File: src/rtl/instr_fetch_pkg.sv
// Shared pipeline constants: instruction width, opcodes and the NOP encoding.
package instr_fetch_pkg;
  localparam int INSTR_W = 32;

  localparam logic [3:0] OP_ALU = 4'd1;
  localparam logic [3:0] OP_LW  = 4'd2;
  localparam logic [3:0] OP_SW  = 4'd3;
  localparam logic [3:0] OP_BR  = 4'd4;

  localparam logic [INSTR_W-1:0] NOP = 32'h0;
endpackage

File: src/rtl/instr_fetch_if_id_reg.sv
// IF/ID pipeline register: sync reset, hold on stall, squash to NOP on redirect.
module if_id_reg
  import instr_fetch_pkg::*;
#(
  parameter int ADDR_W = 10
) (
  input  logic               i_clk,
  input  logic               i_rst,
  input  logic               i_hold,
  input  logic               i_squash,
  input  logic [INSTR_W-1:0] i_instr,
  input  logic [ADDR_W-1:0]  i_pc,
  input  logic               i_valid,
  output logic [INSTR_W-1:0] o_instr,
  output logic [ADDR_W-1:0]  o_pc,
  output logic               o_valid
);

  logic [INSTR_W-1:0] r_instr;
  logic [ADDR_W-1:0]  r_pc;
  logic               r_valid;

  // Reset and squash both leave a NOP bubble; hold keeps the word for the decoder.
  always_ff @(posedge i_clk) begin
    if (i_rst || i_squash) begin
      r_instr <= NOP;
      r_pc    <= '0;
      r_valid <= 1'b0;
    end else if (!i_hold) begin
      r_instr <= i_valid ? i_instr : NOP;
      r_pc    <= i_pc;
      r_valid <= i_valid;
    end
  end

  assign o_instr = r_instr;
  assign o_pc    = r_pc;
  assign o_valid = r_valid;

endmodule

File: src/rtl/instr_fetch.sv
// Fetch stage: PC, one in-flight imem read, and the IF/ID register feeding the decoder.
module instr_fetch
  import instr_fetch_pkg::*;
#(
  parameter int              ADDR_W   = 10,
  parameter logic [ADDR_W-1:0] RESET_PC = '0
) (
  input  logic               clk,
  input  logic               rst,
  input  logic               stall,
  input  logic               redirect,
  input  logic [ADDR_W-1:0]  redirect_pc,
  output logic               imem_en,
  output logic [ADDR_W-3:0]  imem_addr,
  input  logic [INSTR_W-1:0] imem_rdata,
  output logic [INSTR_W-1:0] Instruction,
  output logic [ADDR_W-1:0]  id_pc,
  output logic               id_valid
);

  logic [ADDR_W-1:0] r_pc;
  logic              r_req_valid;
  logic [ADDR_W-1:0] r_req_pc;

  logic [ADDR_W-1:0] w_fa;
  logic              w_hold;

  // Fetch address: a redirect bypasses the PC so the target is read this same cycle.
  always_comb begin
    w_fa      = redirect ? {redirect_pc[ADDR_W-1:2], 2'b00} : r_pc;
    imem_addr = rst ? RESET_PC[ADDR_W-1:2] : w_fa[ADDR_W-1:2];
    imem_en   = !rst && (redirect || !stall);
  end

  // Stall only holds when no redirect is pending; redirect always advances.
  assign w_hold = stall && !redirect;

  // PC and in-flight request tracking; the in-flight tag freezes with imem_rdata on stall.
  always_ff @(posedge clk) begin
    if (rst) begin
      r_pc        <= RESET_PC;
      r_req_valid <= 1'b0;
      r_req_pc    <= '0;
    end else if (!w_hold) begin
      r_pc        <= w_fa + ADDR_W'(4);
      r_req_valid <= 1'b1;
      r_req_pc    <= w_fa;
    end
  end

  if_id_reg #(.ADDR_W(ADDR_W)) u_if_id (
    .i_clk    (clk),
    .i_rst    (rst),
    .i_hold   (w_hold),
    .i_squash (redirect),
    .i_instr  (imem_rdata),
    .i_pc     (r_req_pc),
    .i_valid  (r_req_valid),
    .o_instr  (Instruction),
    .o_pc     (id_pc),
    .o_valid  (id_valid)
  );

endmodule
File: config.mk
export PLATFORM = sky130hd
export DESIGN_NAME = instr_fetch
export DESIGN_NICKNAME = d
export VERILOG_FILES = /design/src/rtl/instr_fetch_pkg.sv /design/src/rtl/instr_fetch_if_id_reg.sv /design/src/rtl/instr_fetch.sv
export SDC_FILE = /design/constraint.sdc
export NUM_CORES = 1
export LEC_CHECK = 0
export ABC_AREA = 1
export CAP_MARGIN = 30
export CORE_MARGIN = 10
export CORE_UTILIZATION = 35
export CTS_BUF_LIST = sky130_fd_sc_hd__clkbuf_8 sky130_fd_sc_hd__clkbuf_16
export DETAILED_ROUTE_END_ITERATION = 10
export PLACE_DENSITY = 0.74
export SYNTH_ARGS = -nofsm -noshare
export SYNTH_HDL_FRONTEND = slang
export SYNTH_SLANG_ARGS = --single-unit
File: constraint.sdc
create_clock -name clk -period 2.25 [get_ports clk]
set_input_delay 0.45 -clock clk [delete_from_list [all_inputs] [get_ports clk]]
set_output_delay 0.45 -clock clk [all_outputs]
set_load 0.02 [all_outputs]
==> results.cfg, run 1 <==
[run_status]
outcome = finished clean

[sta]
fin_ws_ps = 61.24
setup_violations = 0
fmax_mhz = 456.9
period_needed_ps = 2189
timing.final.crit_share_pct = 97.28
tns_ps = 0
rsz0062_at_grt = false
maxSlewViolCount = 0
hold_violations = 0
finClkSkew_ps = 4.890

[route]
top_layer = met4
first_pass_iters = 4
final_antenna_net_count = 0
routed-wl-met3_um = 468
post_drt_wl_per_cell_um = 13.62
met1Wirelength_mm = 3.216
drt_iter0_markers = 127
drc = 0
wirelength_mm = 7.275
drt-vias-per-instance = 4.646
vias = 2481
met2_length_mm = 3.541

[clock_tree]
clock-sinks = 58
cts_tree = built
htreeDepth = 3
cts.clk_slew.worst_paths_ps = 60
clock_tree.buffer_depth = 2
cts_root_buffer = clkbuf_8
numCtsBuffers = 9
insertion_delay_ps = 320
holdBufCountCts = 0
post-cts-setup-buffers = 0

[synthesis]
async_flop_share_pct = 0
synth-simple-area-share_pct = 30.41
seq_area_frac_synth_pct = 46.73
synth-edff-count = 0
synth_top_family_by_area = simple AND/OR/NAND/NOR gates
synthAdderAreaFrac_pct = 0.5035
synth_cell_types = 25
synth_compound_area_share_pct = 13.24
synthCells = 324
synth_area_um2 = 2485
ys.flop_type = dfxtp_1
synthXorXnorAreaFrac_pct = 0
ys_seq_elements = 58
syn_area_per_cell_um2 = 7.669
synth_mux_area_share_pct = 0
ys_warn_count = 0

[worst_setup_path]
cpPeakStageDelay_ps = 570
worstPathRequired_ps = 1800
rr_worst_depth = 8
cp_max_fo = 5
slowest_stage = clkdlybuf4s50_1
path_cells = clkdlybuf4s50_1, buf_4, nand2_2, a21oi_1, clkdlybuf4s15_1
cp-start-kind = input port
cp_data_arrival_time_ps = 1740
cp_num_buf_inv = 3
end_kind = primary output
crit_family = buffers and inverters
crit_type = in2out
cp_num_cells = 5

[placement]
dp_hpwl_mm = 5.414
gp_congestion = 0.8013
io_buffers = 93
place_ws_ps = -261.8

[floorplan]
fp.coreArea_um2 = 6832
die_area_um2 = 10870
initial_core_util_pct = 36.37
fp.dieW_um = 104.3
die_y_um = 104.3
io_pins = 98
rows = 30

[layout]
insertedDiodeCount = 0
seqCellArea_um2 = 1161
synthToLayoutAreaGrowth_pct = 51.26
multi_input_area_um2 = 1105
final_common_cell = clkdlybuf4s50_1
layout_common_cells = clkdlybuf4s50_1 (84), nand2_1 (73), dfxtp_1 (58)
utilization_pct = 55.02
n_fill_cell = 695
final_nets = 480
drive_gt1_share_pct = 15.98

[min_path]
hp-class = reg2reg
holdPathStages = 2

[global_route]
grt_first_pass_wirelength_mm = 12.05
grt_pass1_vias = 2555
track_usage_pct = 13.30
antenna_found_initial = 0
grt_start_max_net_pins = 61
grt_remaining_overflow = 0

[power]
powerDensity_nw_per_um2 = 640.2
power_mw = 2.406
peakVddDrop_mv = 0.3263
p_leak_nw = 1.508

[flow_run]
maxCapViolations = 0
## path summary, 6_finish.rpt
| path | startpoint | end | slack [ps] |
|---|---|---|---|
| min reg2reg | u_if_id.o_instr[5]$_SDFFE_PP0N_ | u_if_id.o_instr[5]$_SDFFE_PP0N_ | 460 |
| max | redirect | imem_addr[5] | 60 |
| min | u_if_id.o_instr[5]$_SDFFE_PP0N_ | u_if_id.o_instr[5]$_SDFFE_PP0N_ | 460 |
| max reg2reg | r_pc[2]$_SDFFE_PP0N_ | r_pc[8]$_SDFFE_PP0N_ | 900 |
## tightest hold or removal path: stages, from the launching register on
cell     delay (ps)
dfxtp_1         310
nand2_1          60
a21oi_1          60
## flip-flops by register name, indices dropped and copies added (netlist names)
signal	count
u_if_id.o_instr	32
r_pc	8
r_req_pc	8
u_if_id.o_pc	8
r_req_valid	1
u_if_id.o_valid	1
## cell type report
class | count | area share [%]
repair buffers | 121 | 29.93
well taps | 96 | 3.196
inverters | 16 | 1.664
flip-flops and latches | 58 | 30.89
multi-input cells | 227 | 29.39
clock buffers | 9 | 3.296
clock inverters | 7 | 1.631
## timing repair
| action | 4_1_cts | 5_1_grt |
|---|---|---|
| setup endpoints to repair | 9 | 5 |
| resized for setup | 9 | 15 |
| cloned | 0 | 0 |
## through the flow
stage | hold WS [ps] | instance area [µm²] | instances
floorplan | 436.2 | 2489 | 325
global placement | 450.5 | 3600 | 518
detailed placement | 454.9 | 3600 | 518
CTS | 464.3 | 3774 | 534
global route | 484.3 | 3759 | 534
finish | 464.6 | 3759 | 534
## power by group
| part | leakage (nW) | internal [mW] | switching, mW |
|---|---|---|---|
| clock | 0.100 | 0.499 | 0.399 |
| sequential | 0.473 | 1.07 | 0.0257 |
| combinational | 0.935 | 0.200 | 0.215 |
## layer usage
| layer | vias up | GRT usage [%] |
|---|---|---|
| li1 | 1271 | - |
| met1 | 1139 | 15.68 |
| met2 | 69 | 21.08 |
| met3 | 2 | 4.461 |
| met4 | 0 | 6.461 |
| met5 | - | 0 |
## kinds of logic after synthesis
logic type                 Yosys count
other                                1
AOI/OAI and AO/OA                   60
adders and majority gates            1
buffers and inverters               40
and+or+nand+nor                    164
DFF                                 58
## synthesized netlist by cell type (all sizes together) (2+ instances only)
cell	count	area share, %
dfxtp	58	47
a211oi	6	1.8
inv	16	2.4
a31oi	2	0.50
o21ai	7	1.6
nor2	38	7.4
nor3	4	0.81
buf	18	5.6
nand3	38	7.7
clkbuf	6	0.91
a21oi	44	8.9
nand2	84	15
Power figures use the tool's default switching activity.
==> run 2: changes to the inputs <==
Settings changed: SKIP_LAST_GASP set to 1.
==> results.cfg, run 2 (synthesized netlist as in run 1, its figures left out) <==
[global_route]
grt_remaining_overflow = 0
grt_pass1_vias = 2555
grt_first_pass_wirelength_mm = 12.05
track_usage_pct = 13.30
antenna_found_initial = 0
grt_start_max_net_pins = 61

[route]
vias = 2475
final_antenna_net_count = 0
drt-vias-per-instance = 4.635
drc = 0
post_drt_wl_per_cell_um = 13.55
first_pass_iters = 4
wirelength_mm = 7.235
drt_iter0_markers = 124

[floorplan]
fp.coreArea_um2 = 6832
die_area_um2 = 10870
fp.dieW_um = 104.3
io_pins = 98
rows = 30
die_y_um = 104.3
initial_core_util_pct = 36.37

[worst_setup_path]
worstPathRequired_ps = 1800
rr_worst_depth = 8
path_cells = clkdlybuf4s50_1, buf_4, nand2_1, a21oi_1, dlygate4sd2_1
slowest_stage = clkdlybuf4s50_1
end_kind = primary output
crit_type = in2out
cp_data_arrival_time_ps = 1770
cp-start-kind = input port
cp_max_fo = 5
cpPeakStageDelay_ps = 570

[sta]
maxSlewViolCount = 0
hold_violations = 0
timing.final.crit_share_pct = 98.50
whs_ps = 464.6
fin_ws_ps = 33.76
period_needed_ps = 2216
slew_headroom_pct = 59.01
setup_violations = 0
worst_slew_pin_slew_ps = 614.9
rsz0062_at_grt = true
tns_ps = 0
finClkSkew_ps = 4.893
fmax_mhz = 451.2

[layout]
n_fill_cell = 696
multi_input_area_um2 = 1105
final_common_cell = clkdlybuf4s50_1
layout_common_cells = clkdlybuf4s50_1 (84), nand2_1 (73), dfxtp_1 (58)
seqCellArea_um2 = 1161
largest_reg_flops = 32
final_nets = 480
synthToLayoutAreaGrowth_pct = 51.21
layout.cells.non_filler = 534
drive_gt1_share_pct = 15.75
insertedDiodeCount = 0

[placement]
io_buffers = 93
dp_hpwl_mm = 5.414
dp.cells = 518
place_ws_ps = -261.8
gp_congestion = 0.8013

[run_status]
outcome = finished clean

[clock_tree]
cts.clk_slew.worst_paths_ps = 60
clock-sinks = 58
htreeDepth = 3
cts_root_buffer = clkbuf_8
clock_tree.buffer_depth = 2
cts_tree = built
numCtsBuffers = 9
insertion_delay_ps = 320
holdBufCountCts = 0

[flow_run]
maxCapViolations = 0

[power]
peakVddDrop_mv = 0.3263
p_leak_nw = 1.513
power_mw = 2.404
powerDensity_nw_per_um2 = 639.8

[min_path]
hp-class = reg2reg
holdPathStages = 2
## run 2: worst max-delay path: cells and delay by family
kind | cells | cell delay (ps)
AOI/OAI and AO/OA | 1 | 140
and+or+nand+nor | 1 | 70
buffers and inverters | 3 | 1110
## run 2: worst paths after layout
path,startpoint,end,slack (ps)
worst max-delay path,redirect,imem_addr[6],30
worst min-delay path,u_if_id.o_instr[5]$_SDFFE_PP0N_,u_if_id.o_instr[5]$_SDFFE_PP0N_,460
worst max register to register,r_pc[2]$_SDFFE_PP0N_,r_pc[8]$_SDFFE_PP0N_,900
worst min register to register,u_if_id.o_instr[5]$_SDFFE_PP0N_,u_if_id.o_instr[5]$_SDFFE_PP0N_,460
## run 2: area by class of cell
class                           instances  area share (%)
Clock buffer                            9           3.297
Clock inverter                          7           1.632
Inverter                               16           1.665
Multi-Input combinational cell        227           29.40
Sequential cell                        58           30.90
Tap cell                               96           3.197
Timing Repair Buffer                  121           29.90
## run 2: per-layer routing
metal  share of wire (%)  vias up  global-route usage [%]
met2                  49       65                   21.08
met5                   0        -                       0
met3                 6.4        2                   4.461
li1                    -     1271                       -
met1                  44     1137                   15.68
met4                0.66        0                   6.461
## run 2: through the flow
step	instance area [µm²]	util, %
after floorplan	2489	-
after global placement	3600	52.69
after detailed placement	3600	52.69
after CTS	3774	55.24
after global routing	3757	55.00
final	3757	55.00
## run 2: what timing repair did
item / 4_1_cts / 5_1_grt
pin swaps: 0 / 0
buffers inserted: 0 / 0
gates resized for setup: 9 / 11
endpoints found under the setup margin: 9 / 5
## run 2: where the power goes
part | switching [mW] | internal [mW] | leakage, nW
sequential | 0.0255 | 1.07 | 0.473
combinational | 0.214 | 0.199 | 0.940
clock | 0.397 | 0.499 | 0.100
==> run 3: changes to the inputs <==
Settings changed: CORE_UTILIZATION 35 to 47, PLACE_DENSITY 0.74 to 0.93.
==> results.cfg, run 3 (synthesized netlist as in run 1, its figures left out) <==
[run_status]
outcome = finished clean

[power]
peakVddDrop_mv = 0.3864
power_mw = 2.472
powerDensity_nw_per_um2 = 661.9
p_leak_nw = 1.515

[global_route]
antenna_found_initial = 0
grt_remaining_overflow = 0
grt_pass1_vias = 2541
grt_first_pass_wirelength_mm = 11.84
grt_start_max_net_pins = 61
track_usage_pct = 16.95

[floorplan]
initial_core_util_pct = 48.65
rows = 26
die_y_um = 92.71
fp.dieW_um = 92.71
io_pins = 98
fp.coreArea_um2 = 5107
die_area_um2 = 8595

[route]
final_antenna_net_count = 0
drt-vias-per-instance = 5.024
wirelength_mm = 7.296
drt_iter0_markers = 129
post_drt_wl_per_cell_um = 14.48
vias = 2532
drc = 0
first_pass_iters = 4

[clock_tree]
post-cts-setup-buffers = 0
cts_root_buffer = clkbuf_8
numCtsBuffers = 9
clock_tree.buffer_depth = 2
cts_tree = built
cts.clk_slew.worst_paths_ps = 60
clock-sinks = 58
htreeDepth = 3
holdBufCountCts = 0
insertion_delay_ps = 320

[worst_setup_path]
crit_start = redirect
path_cells = clkdlybuf4s50_1, buf_4, nand2_1, a21oi_1, dlygate4sd2_1
cp_data_arrival_time_ps = 1730
cp_num_buf_inv = 3
cp_num_cells = 5
rr_worst_depth = 8
r2r-end = r_pc[8]$_SDFFE_PP0N_
cpPeakStageDelay_ps = 550
cp-start-kind = input port
worstPathRequired_ps = 1800
end_kind = primary output
slowest_stage = clkdlybuf4s50_1
cp_max_fo = 5
r2r_start = r_pc[2]$_SDFFE_PP0N_
crit_family = buffers and inverters
endpoint = imem_addr[6]
ff2ff_setup_slack_ps = 890
crit_type = in2out

[sta]
tns_ps = 0
worst_slew_pin_slew_ps = 511.5
timing.final.crit_share_pct = 96.93
slew_headroom_pct = 65.85
finClkSkew_ps = 4.302
fmax_mhz = 458.5
rsz0062_at_grt = false
period_needed_ps = 2181
hold_violations = 0
setup_violations = 0
maxSlewViolCount = 0

[layout]
drive_gt1_share_pct = 14.98
final_common_cell = clkdlybuf4s50_1
layout.cells.non_filler = 504
synthToLayoutAreaGrowth_pct = 50.30
layout_common_cells = clkdlybuf4s50_1 (84), nand2_1 (73), dfxtp_1 (58)
insertedDiodeCount = 0
final_nets = 477
utilization_pct = 73.13
finish.instance_area_um2 = 3735
largest_reg_flops = 32

[placement]
io_buffers = 93
dp.cells = 489
gp_congestion = 0.8656
dp_hpwl_mm = 5.336
dpl_cell_area_um2 = 3557

[flow_run]
maxCapViolations = 0

[min_path]
hp-class = reg2reg
run 3: report_power, final:
part	internal (mW)	switching, mW	leakage (nW)	total (mW)
clock	0.590	0.372	0.110	0.962
sequential	1.07	0.0256	0.473	1.09
combinational	0.200	0.216	0.932	0.416
run 3: repair_timing:
item	4_1_cts	5_1_grt
resized for setup	9	11
pin swaps	0	0
setup endpoints to repair	9	44
run 3: worst register-to-register path, delay by kind of cell (launching register included):
family,cells,cell delay [ps]
compound gates,1,120
fa+ha+maj,1,260
flops,1,380
simple gates,6,500
run 3: per-layer routing:
layer | up-vias | global-route usage [%] | part of all wire [%]
met5 | - | 0 | 0
met4 | 0 | 7.841 | 1.4
met3 | 8 | 5.650 | 7.2
met2 | 81 | 29.18 | 51
met1 | 1183 | 18.45 | 41
li1 | 1260 | - | -
run 3: metrics by stage:
stage / hold slack (ps) / setup slack, ps
floorplan: 436.2 / 660.1
global placement: 446.0 / -237.0
detailed placement: 455.0 / -265.3
CTS: 464.6 / 0.6906
global route: 489.6 / 4.345
finish: 462.9 / 69.06
run 3: worst min-delay path by stage:
stage                                                start                          endpoint  cells after the start
after floorplan                   r_req_pc[9]$_SDFFE_PP0N_      u_if_id.o_pc[9]$_SDFFE_PP0N_                      2
after global placement            r_req_pc[2]$_SDFFE_PP0N_      u_if_id.o_pc[2]$_SDFFE_PP0N_                      2
after detailed placement  u_if_id.o_instr[19]$_SDFFE_PP0N_  u_if_id.o_instr[19]$_SDFFE_PP0N_                      2
after CTS                 u_if_id.o_instr[19]$_SDFFE_PP0N_  u_if_id.o_instr[19]$_SDFFE_PP0N_                      2
after global routing      u_if_id.o_instr[14]$_SDFFE_PP0N_  u_if_id.o_instr[14]$_SDFFE_PP0N_                      2
final                     u_if_id.o_instr[17]$_SDFFE_PP0N_  u_if_id.o_instr[17]$_SDFFE_PP0N_                      2
run 3: area by class of cell:
type                    count  area [µm²]
clock buffers              12       165.2
clock inverters             3       38.79
fillers                   399        1373
inverters                  16       60.06
multi-input cells         227        1105
flip-flops and latches     58        1161
well taps                  70       87.58
repair buffers            118        1117
